[config.mk]
export PLATFORM = sky130hd
export DESIGN_NAME = sifive_insight_tl_prot_echo_tracker
export DESIGN_NICKNAME = d
export VERILOG_FILES = /design/src/rtl/sifive_insight_tl_prot_pkg.sv /design/src/rtl/sifive_insight_tl_source_table.sv /design/src/rtl/sifive_insight_tl_prot_echo_tracker.sv
export SDC_FILE = /design/constraint.sdc
export NUM_CORES = 1
export LEC_CHECK = 0
export BUFFER_PORTS_ARGS = -buffer_cell sky130_fd_sc_hd__buf_4
export CAP_MARGIN = 40
export CELL_PAD_IN_SITES_DETAIL_PLACEMENT = 2
export CELL_PAD_IN_SITES_GLOBAL_PLACEMENT = 2
export CORE_MARGIN = 2
export CORE_UTILIZATION = 30
export DETAILED_ROUTE_END_ITERATION = 8
export PLACE_DENSITY = 0.72
export RECOVER_POWER = 100
export SLEW_MARGIN = 25
export SYNTH_ARGS = -nofsm -noshare
export SYNTH_HDL_FRONTEND = slang
export SYNTH_SLANG_ARGS = --single-unit
[constraint.sdc]
create_clock -name clock -period 2.9 [get_ports clock]
set_clock_uncertainty 0.05 [all_clocks]
set_input_delay 0.29 -clock clock [delete_from_list [all_inputs] [get_ports clock]]
set_output_delay 0.29 -clock clock [all_outputs]
set_load 0.02 [all_outputs]
[src/rtl/sifive_insight_tl_prot_pkg.sv]
// Shared types for the TileLink prot-echo tracker: prot field layout and
// per-source table entry.
package sifive_insight_tl_prot_pkg;

    localparam int PROT_W     = 7;
    localparam int BUFFERABLE = 0;
    localparam int MODIFIABLE = 1;
    localparam int READALLOC  = 2;
    localparam int WRITEALLOC = 3;
    localparam int PRIVILEGED = 4;
    localparam int SECURE     = 5;
    localparam int FETCH      = 6;

    typedef struct packed {
        logic fetch;
        logic secure;
        logic privileged;
        logic writealloc;
        logic readalloc;
        logic modifiable;
        logic bufferable;
    } prot_echo_t;

    typedef struct packed {
        logic       vld;
        prot_echo_t prot;
    } entry_t;

endpackage

[src/rtl/sifive_insight_tl_source_table.sv]
// Source-indexed table of outstanding requests: one allocate port, one retire
// port, combinational read of both the allocating and the retiring entry.
import sifive_insight_tl_prot_pkg::*;

module sifive_insight_tl_source_table #(
    parameter int SOURCE_W = 2
) (
    input  logic                clock,
    input  logic                reset,
    input  logic                alloc_en,
    input  logic [SOURCE_W-1:0] alloc_idx,
    input  prot_echo_t          alloc_prot,
    input  logic                ret_en,
    input  logic [SOURCE_W-1:0] ret_idx,
    output logic                alloc_vld,
    output entry_t              ret_entry
);
    localparam int DEPTH = 2 ** SOURCE_W;

    logic       [DEPTH-1:0] vld_q, vld_d;
    prot_echo_t             prot_q [DEPTH];
    prot_echo_t             prot_d [DEPTH];

    assign alloc_vld      = vld_q[alloc_idx];
    assign ret_entry.vld  = vld_q[ret_idx];
    assign ret_entry.prot = prot_q[ret_idx];

    // Retire clears first so a same-cycle allocate to the same source wins.
    always_comb begin
        vld_d  = vld_q;
        prot_d = prot_q;
        if (ret_en)
            vld_d[ret_idx] = 1'b0;
        if (alloc_en) begin
            vld_d[alloc_idx]  = 1'b1;
            prot_d[alloc_idx] = alloc_prot;
        end
    end

    always_ff @(posedge clock) begin
        if (reset) vld_q <= '0;
        else       vld_q <= vld_d;
    end

    always_ff @(posedge clock) begin
        prot_q <= prot_d;
    end

endmodule

[src/rtl/sifive_insight_tl_prot_echo_tracker.sv]
// Records A-channel prot echo per source and replays it, registered, when the
// matching D response completes; flags duplicate sources and orphan responses.
import sifive_insight_tl_prot_pkg::*;

module sifive_insight_tl_prot_echo_tracker #(
    parameter int SOURCE_W = 2,
    parameter int PROT_W   = 7,
    parameter int CNT_W    = SOURCE_W + 1
) (
    input  logic                clock,
    input  logic                reset,
    input  logic                a_valid,
    input  logic                a_ready,
    input  logic [SOURCE_W-1:0] a_source,
    input  logic [PROT_W-1:0]   a_prot,
    input  logic                d_valid,
    input  logic                d_ready,
    input  logic [SOURCE_W-1:0] d_source,
    input  logic                d_last,
    output logic                trace_valid,
    output logic [SOURCE_W-1:0] trace_source,
    output logic [PROT_W-1:0]   trace_prot,
    output logic                err_dup_source,
    output logic                err_orphan_d,
    output logic [CNT_W-1:0]    outstanding
);
    logic   a_fire, d_ret, same_src, ret_hit, alloc_vld;
    logic   alloc_new, retire_valid;
    entry_t ret_entry;

    logic                trace_valid_q, trace_valid_d;
    logic [SOURCE_W-1:0] trace_source_q, trace_source_d;
    logic [PROT_W-1:0]   trace_prot_q, trace_prot_d;
    logic                err_dup_source_q, err_dup_source_d;
    logic                err_orphan_d_q, err_orphan_d_d;
    logic [CNT_W-1:0]    outstanding_q, outstanding_d;

    assign a_fire   = a_valid & a_ready;
    assign d_ret    = d_valid & d_ready & d_last;
    assign same_src = (a_source == d_source);

    sifive_insight_tl_source_table #(.SOURCE_W(SOURCE_W)) u_table (
        .clock      (clock),
        .reset      (reset),
        .alloc_en   (a_fire),
        .alloc_idx  (a_source),
        .alloc_prot (prot_echo_t'(a_prot)),
        .ret_en     (d_ret),
        .ret_idx    (d_source),
        .alloc_vld  (alloc_vld),
        .ret_entry  (ret_entry)
    );

    // A same-source retire+allocate on a valid entry hands the slot straight
    // over, so neither side moves the counter.
    always_comb begin
        ret_hit          = d_ret & ret_entry.vld;
        alloc_new        = a_fire & ~alloc_vld;
        retire_valid     = ret_hit & ~(a_fire & same_src);
        outstanding_d    = outstanding_q + CNT_W'(alloc_new) - CNT_W'(retire_valid);
        err_dup_source_d = a_fire & alloc_vld & ~(d_ret & same_src);
        err_orphan_d_d   = d_ret & ~ret_entry.vld;
        trace_valid_d    = ret_hit;
        trace_source_d   = ret_hit ? d_source : trace_source_q;
        trace_prot_d     = ret_hit ? PROT_W'(ret_entry.prot) : trace_prot_q;
    end

    always_ff @(posedge clock) begin
        if (reset) begin
            trace_valid_q    <= 1'b0;
            trace_source_q   <= '0;
            trace_prot_q     <= '0;
            err_dup_source_q <= 1'b0;
            err_orphan_d_q   <= 1'b0;
            outstanding_q    <= '0;
        end else begin
            trace_valid_q    <= trace_valid_d;
            trace_source_q   <= trace_source_d;
            trace_prot_q     <= trace_prot_d;
            err_dup_source_q <= err_dup_source_d;
            err_orphan_d_q   <= err_orphan_d_d;
            outstanding_q    <= outstanding_d;
        end
    end

    assign trace_valid    = trace_valid_q;
    assign trace_source   = trace_source_q;
    assign trace_prot     = trace_prot_q;
    assign err_dup_source = err_dup_source_q;
    assign err_orphan_d   = err_orphan_d_q;
    assign outstanding    = outstanding_q;

endmodule

# Word-level counts from Yosys, hierarchy flattened
# Index checks and enable logic that the tools add are counted.
# word_totals
register_bits,47
input_bits,18
out_inout_bits,15
wordCells,84
# op_classes
addsub,2
n_lt_le_gt_ge,7
eq_ne,1
n_mux,16
bitwise_logic,20
n_reduce_logical,3
# ops
op,count
bitwise mux 28 bit,1
two-way mux 7 bit,3
binary-select mux 7 bit (select 2 bit),1
demux 7 bit (select 2 bit),1
AND 1 bit,11
two-way mux 4 bit,2
">= comparator 3 bit, second input constant",2
"< comparator 2 x 3 -> 1 bit, second input constant",2
inverter 2 -> 3 bit,2
AND 4 bit,1
binary-select mux 1 bit (select 2 bit),2
demux 1 bit (select 2 bit),2
">= comparator 2 x 1 -> 1 bit, second input constant",2
two-way mux 1 bit,4
inverter 1 bit,4
inverter 4 bit,1
bitwise OR 4 bit,1
adder 3 x 1 -> 3 bit,1
logical AND 1 bit,3
"< comparator 3 x 1 -> 1 bit, second input constant",1
subtractor 3 x 1 -> 3 bit,1
equality test 2 bit,1

# Longest topological paths before layout
# Gate-level depths: netlist of run 1.
# logic_depth
depth_word,9
depth_mapped,13
depth_no_buf,10

# Cells and area by module
# From an unflattened synthesis of run 1, not the netlist that was laid out.
# unflattened
hier_cells,129
area_unflattened_um2,1986.9
# modules_own_cells
module,n_inst,cells_each,area_each_um2,seq_area_each_um2
sifive_insight_tl_source_table,1,63,1278.7,920.9
sifive_insight_tl_prot_echo_tracker,1,66,708.2,300.3

# Least setup slack after synthesis of run 1
# No wires, ideal clock.
# synth_timing
path_type,input to register
start,input port d_source[0]
end,"register outstanding_q[2], in the netlist outstanding[2]"
setup_ns,0.132
t_arrival_ns,2.486
t_required_ns,2.718
path_slack_ns,0.232
cell_stages,13
path_buffers,3
path_cell_list,buf_6 mux4_2 buf_6 buf_4 nand2_1 nor2_1 ha_1 inv_1 ha_1 fa_1 xnor2_1 xnor2_1 nor2_1
# synth_via
elab_chain_len,5
elab_cells_between_ends,8
classes_between,1 x add/sub; 1 x eq/ne; 2 x mux; 4 x bitwise
# synth_rtl
element,line_no,rtl
from (decl),sifive_insight_tl_prot_echo_tracker.sv:18,"input logic [SOURCE_W-1:0] d_source,"
binary-select mux 1 bit (select 2 bit) / equality test 2 bit (equally long branches),"sifive_insight_tl_source_table.sv:25, sifive_insight_tl_prot_echo_tracker.sv:40",
two-way mux 1 bit (not written as such) / AND 1 bit (equally long branches),"sifive_insight_tl_source_table.sv:25, sifive_insight_tl_prot_echo_tracker.sv:59",
AND 1 bit / inverter 1 bit (equally long branches),"sifive_insight_tl_prot_echo_tracker.sv:57, sifive_insight_tl_prot_echo_tracker.sv:59",
AND 1 bit (*),sifive_insight_tl_prot_echo_tracker.sv:59,retire_valid = ret_hit & ~(a_fire & same_src);
subtractor 3 x 1 -> 3 bit (*),sifive_insight_tl_prot_echo_tracker.sv:60,outstanding_d = outstanding_q + CNT_W'(alloc_new) - CNT_W'(retire_valid);
to (signal assigned),sifive_insight_tl_prot_echo_tracker.sv:82,outstanding_q <= outstanding_d;
to (decl),sifive_insight_tl_prot_echo_tracker.sv:36,"logic [CNT_W-1:0] outstanding_q, outstanding_d;"
# Mark *: on every way between the ends. The rest lies on a longest branch, timed or not. The select of a mux whose other input is x is not followed.
# A chain may end at the register's enable or synchronous reset.

# Worst setup path in the final report of run 1
# layout_timing
start,input port d_source[1]
end,"register outstanding_q[2], in the netlist outstanding[2]"
# The elaborated chain is that of the path after synthesis.

==> results of run 1 <==
## stage by stage
stage	setup WS, ns	total power [mW]	instances
floorplan	0.2316	0.8137	137
global placement	0.2976	0.8555	239
detailed placement	0.1558	0.8634	239
CTS	0.4049	1.265	247
global route	0.2389	1.287	247
finish	0.3712	1.231	247
## routing by layer
metal | vias up | GRT usage | part of all wire
met2 | 28 | 0.2124 | 0.50
li1 | 570 | - | -
met4 | 0 | 0.04762 | 0.014
met1 | 592 | 0.1454 | 0.44
met5 | - | 0 | 0
met3 | 7 | 0.03307 | 0.041
## cells in the mapped netlist, types with 2 or more instances
cell type   n
mux4_2      7
nor2b_1     2
dfxtp_1    19
buf_2       2
o21ai_0     4
inv_1       8
nor2_1      3
ha_1        2
edfxtp_1   28
nor3_1      2
xor2_1      2
mux4_1      2
nand3_1    11
xnor2_1     2
nand2_1     2
nand3b_1    2
buf_1       3
a21oi_2     9
buf_6       2
a21oi_1     4
a21bo_1     9
## path summary, 6_finish.rpt
kind	from	endpoint	slack, ns	cells past startpoint
setup / recovery	d_source[1]	outstanding[2]	0.37	11
hold / removal	a_prot[6]	u_table.prot_q[20]	0.18	1
hold reg to reg	u_table.vld_q[1]	u_table.vld_q[1]	0.48	2
setup reg to reg	u_table.vld_q[3]	outstanding[2]	0.43	10
## report_power, final
group	internal (mW)	switching, mW
combinational	0.0419	0.0599
sequential	0.726	0.00775
clock	0.173	0.222
## cells by family (layout without fill, tap and decap cells)
logic type / after synthesis / after routing / share of synthesized area
fa+ha+maj: 3 / 3 / 0.02268
flops: 47 / 47 / 0.6150
xor+xnor: 4 / 4 / 0.01765
buf+inv: 17 / 50 / 0.04285
mux: 10 / 10 / 0.1115
simple gates: 29 / 29 / 0.08129
compound gates: 27 / 27 / 0.1090
## area by class of cell
class / instances / area, µm²
clock buffers: 6 / 72.57
clock inverters: 2 / 16.27
fillers: 673 / 4113
inverters: 8 / 30.03
multi-input cells: 73 / 671.9
flip-flops and latches: 47 / 1221
well taps: 77 / 96.34
repair buffers: 34 / 165.2
## sequential cells by signal, indices dropped and copies added, names as in the netlist
| signal | count |
|---|---|
| trace_valid | 1 |
| err_dup_source | 1 |
| trace_prot | 7 |
| trace_source | 2 |
| u_table.prot_q | 28 |
| u_table.vld_q | 4 |
| outstanding | 3 |
| err_orphan_d | 1 |
==> run summary, run 1 <==
Post-synth top area cell = edfxtp_1
Fmax achieved = 395.4 MHz
Clk sinks = 47
Sum Neg Setup Slack = 0 ns
Max-Cap Viols = 0
Count of final setup violators = 0
Routed WL per cell = 16.84 µm
Post-synthesis async set-or-reset flop share = 0
Die area = 0.007285 mm²
Layout cells sized above 1 = 0.1941
Minimum clock period = 2.529 ns
Post-detailed-routing wire length = 4.159 mm
Post-Synthesis Cells = 137
First-pass GRT wire length = 6.810 mm
Setup bufs post-CTS = 0
H-tree depth = 2
Dominant cells by area after synthesis = edfxtp_1, dfxtp_1, mux4_2
Vias after detailed routing = 1,197
CP required = 3.03 ns
Most frequent cells in the layout = edfxtp_1, clkbuf_1, dfxtp_1, nand3_1
Cell variety after synth = 33
Clock Path Buffers = 2
EDFF count, synth = 28
Prevailing post-synth register cell = edfxtp_1
Initial Util = 0.3109
# hold bufs at CTS = 0
Critical Path Source Type = input pin
Post-Syn Nets = 158
Setup CP Type = in -> reg
Peak per-stage delay on the critical path = 0.49 ns
Hold Path Class = in -> reg
Floorplan core area = 0.006386 mm²
Placed Area = 0.002282 mm²
Slew HR = 0.4855
Mapped Area = 0.001986 mm²
Antenna violations before repair = 0
Number of global-route vias before repair = 1,319
Worst Path Arrival = 2.66 ns
Crit. End Element = flip-flop
Die W = 85.36 µm
Initial drt markers = 29
Nets = 190
Max-slew violations = 0
Remaining DRCs = 0
Maximum vdd drop = 0.0003342 V
Final core occ = 0.3560
Crit-path max FO = 12
CTS tree = built
Post-cts resize count = 0
Pwr/cell area = 541.3 mW/mm²
Yosys top cell area share = 0.4234
Area Growth Syn to Fin = 14.49%
Total I/O pin count = 33
Grt ovf = 0
Most common cell after layout, fill and taps aside = edfxtp_1
Number of synthesized register bits = 47
Critical-path cell list = clkbuf_1, mux4_2, nand2_1, nor2_1, ha_1, inv_1, ha_1, fa_1, xnor2_1, xnor2_1, nor2_1
Yosys warns = 0
Slew @ Worst Pin = 0.7717 ns
Hold_ws = 0.1827 ns
# rows = 29
CTS Buf Count = 5
Number of port buffers = 32
Clk_lat worst skew = 0.30 ns
DR pass1 iterations = 4
Inserted Diodes = 0
Final period util = 0.8720
Outcome = complete, no violations
Worst path bufs/invs = 2
Post-route cell area = 0.002273 mm²
Fin. Hold Viols = 0
Final ANT Viol Nets = 0
Total GRT Usage = 0.1229
Clk root buf = clkbuf_8
Crit path max-delay cell type = clkbuf_1
RSZ-0062 raised after global routing = false
Delay-heaviest family, CP = adder cells
Vias per std cell = 4.846
Leakage = 0.7755 nW
Gpl congestion = 0.7410
Post-Syn Area per Cell = 14.49 µm²
Largest net degree at the start of global routing = 20
Post-DP HPWL = 3.025 mm
Seq/Total Area, Yosys = 0.6150
Vert. Die Dim = 85.36 µm
Clk slew on worst S/H paths = 0.09 ns
(Power assumes the default switching activity.)
==> inputs of run 2 (changes only) <==
- ABC_AREA: unset -> 1
- PLACE_DENSITY: 0.72 -> 0.79
==> run summary, run 2 <==
Outcome = complete, no violations
Most common cell after layout, fill and taps aside = nand2_1
Routed WL per cell = 15.24 µm
RSZ-0062 raised after global routing = false
Final core occ = 0.3574
Post-synthesis async set-or-reset flop share = 0
Worst Path Arrival = 2.49 ns
Post-detailed-routing wire length = 4.953 mm
Switching fraction of total power = 0.2603
Area Growth Syn to Fin = 13.82%
Die area = 0.007435 mm²
M1 WL = 2.366 mm
Final cell count without fillers = 325
Setup CP Type = in -> reg
CTS tree = built
Clk slew on worst S/H paths = 0.09 ns
Hold Path Class = in -> reg
Most frequent cell after synthesis = nand2_1
Clk_lat worst skew = 0.30 ns
Max-slew violations = 0
Minimum clock period = 2.305 ns
Layout cells sized above 1 = 0.08871
Most frequent cells in the layout = nand2_1, nand3_1, nor2_1, edfxtp_1, clkbuf_1
Yosys top cell area share = 0.4146
Crit path max-delay cell type = fa_1
Prevailing post-synth register cell = edfxtp_1
Slew @ Worst Pin = 0.8137 ns
Crit-path max FO = 19
Antenna violations before repair = 0
Reg with most FFs = u_table.prot_q
Met3 wire length = 156 µm
Initial Util = 0.3140
Sum Neg Setup Slack = 0 ns
Post-synth top area cell = edfxtp_1
Final Total Pwr = 1.270 mW
Grt ovf = 0
Post-route cell area = 0.002308 mm²
Gpl congestion = 0.8396
Total I/O pin count = 33
Post-Syn Area per Cell = 9.390 µm²
Pwr/cell area = 550.0 mW/mm²
Delay-heaviest family, CP = adder cells
Clk sinks = 47
DP Worst Slack = 0.3914 ns
Most frequent cells after synthesis = nand2_1, nand3_1, edfxtp_1, nor2_1, dfxtp_1
Vias per std cell = 4.735
Crit. End Element = flip-flop
Clk root buf = clkbuf_8
Worst path bufs/invs = 3
Clock power share = 0.329
Max reg flops = 28
Highest routed layer = met4
Hold_ws = 0.1840 ns
Dominant cells by area after synthesis = edfxtp_1, dfxtp_1, nand2_1
Fmax achieved = 433.9 MHz
Max-Cap Viols = 0
Vert. Die Dim = 86.23 µm
Number of port buffers = 32
Post-DP HPWL = 3.467 mm
Comb pwr share = 0.092
Maximum vdd drop = 0.0003081 V
Post-cts resize count = 0
Inserted Diodes = 0
Number of global-route vias before repair = 1,623
Nets = 268
Post-Synthesis Cells = 216
Total GRT Usage = 0.1440
Seq/Total Area, Yosys = 0.6021
Placed Area = 0.002305 mm²
Sequential share of power = 0.579
Clock Path Buffers = 2
Setup bufs post-CTS = 0
# rows = 29
# hold bufs at CTS = 0
Mapped Area = 0.002028 mm²
Remaining DRCs = 0
CTS Buf Count = 5
Final ANT Viol Nets = 0
Critical-path cell list = buf_4, inv_1, nand2_1, nand4_1, nor2_1, nor2_1, ha_1, inv_1, ha_1, fa_1, or2_2, a21oi_1
Yosys warns = 0
Count of final setup violators = 0
EDFF count, synth = 28
WL met2 = 2.407 mm
Peak per-stage delay on the critical path = 0.38 ns
Post-placement cell count = 317
Floorplan core area = 0.006459 mm²
Die W = 86.23 µm
Int Pwr = 0.9390 mW
H-tree depth = 2
Cell variety after synth = 23
Final worst-path setup slack = 0.5954 ns
Switching power = 0.3305 mW
Critical Path Source Type = input pin
First-pass GRT wire length = 8.245 mm
Initial drt markers = 30
DR pass1 iterations = 3
Final period util = 0.7947
Fin. Hold Viols = 0
Number of synthesized register bits = 47
Post-Syn Nets = 237
Slew HR = 0.4575
Vias after detailed routing = 1,539
CP required = 3.09 ns
Largest net degree at the start of global routing = 21
Leakage = 0.9358 nW
[run 2: per-layer routing]
layer | vias to the layer above | global-route usage
li1 | 773 | -
met1 | 741 | 0.1902
met2 | 23 | 0.2467
met3 | 2 | 0.02857
met4 | 0 | 0.02983
met5 | - | 0
[run 2: final cells by class]
type	count	area, µm²
fillers	731	4150
flip-flops and latches	47	1221
multi-input cells	141	660.6
repair buffers	35	172.7
well taps	77	96.34
clock buffers	5	68.82
inverters	17	63.81
clock inverters	3	25.02
[run 2: power by group through the flow]
| stage | sequential, mW | combinational [mW] | clock (mW) |
|---|---|---|---|
| after floorplan | 0.755 | 0.0716 | 0 |
| after global placement | 0.749 | 0.124 | 0 |
| after detailed placement | 0.750 | 0.128 | 0 |
| after CTS | 0.735 | 0.129 | 0.437 |
| after global routing | 0.737 | 0.135 | 0.463 |
| final | 0.735 | 0.117 | 0.418 |
[run 2: cells by family after synthesis]
group,synth area share
compound gates,0.05305
xor+xnor,0.004319
flops,0.6021
fa+ha+maj,0.02221
simple gates,0.2461
buf+inv,0.07217
[run 2: final timing paths]
| check | depth (start not counted) | start | to | slack, ns |
|---|---|---|---|---|
| setup reg to reg | 8 | u_table.vld_q[0] | outstanding[2] | 0.71 |
| setup / recovery | 12 | d_source[1] | outstanding[2] | 0.60 |
| hold reg to reg | 2 | trace_prot[3] | trace_prot[3] | 0.44 |
| hold / removal | 1 | a_prot[0] | u_table.prot_q[21] | 0.18 |
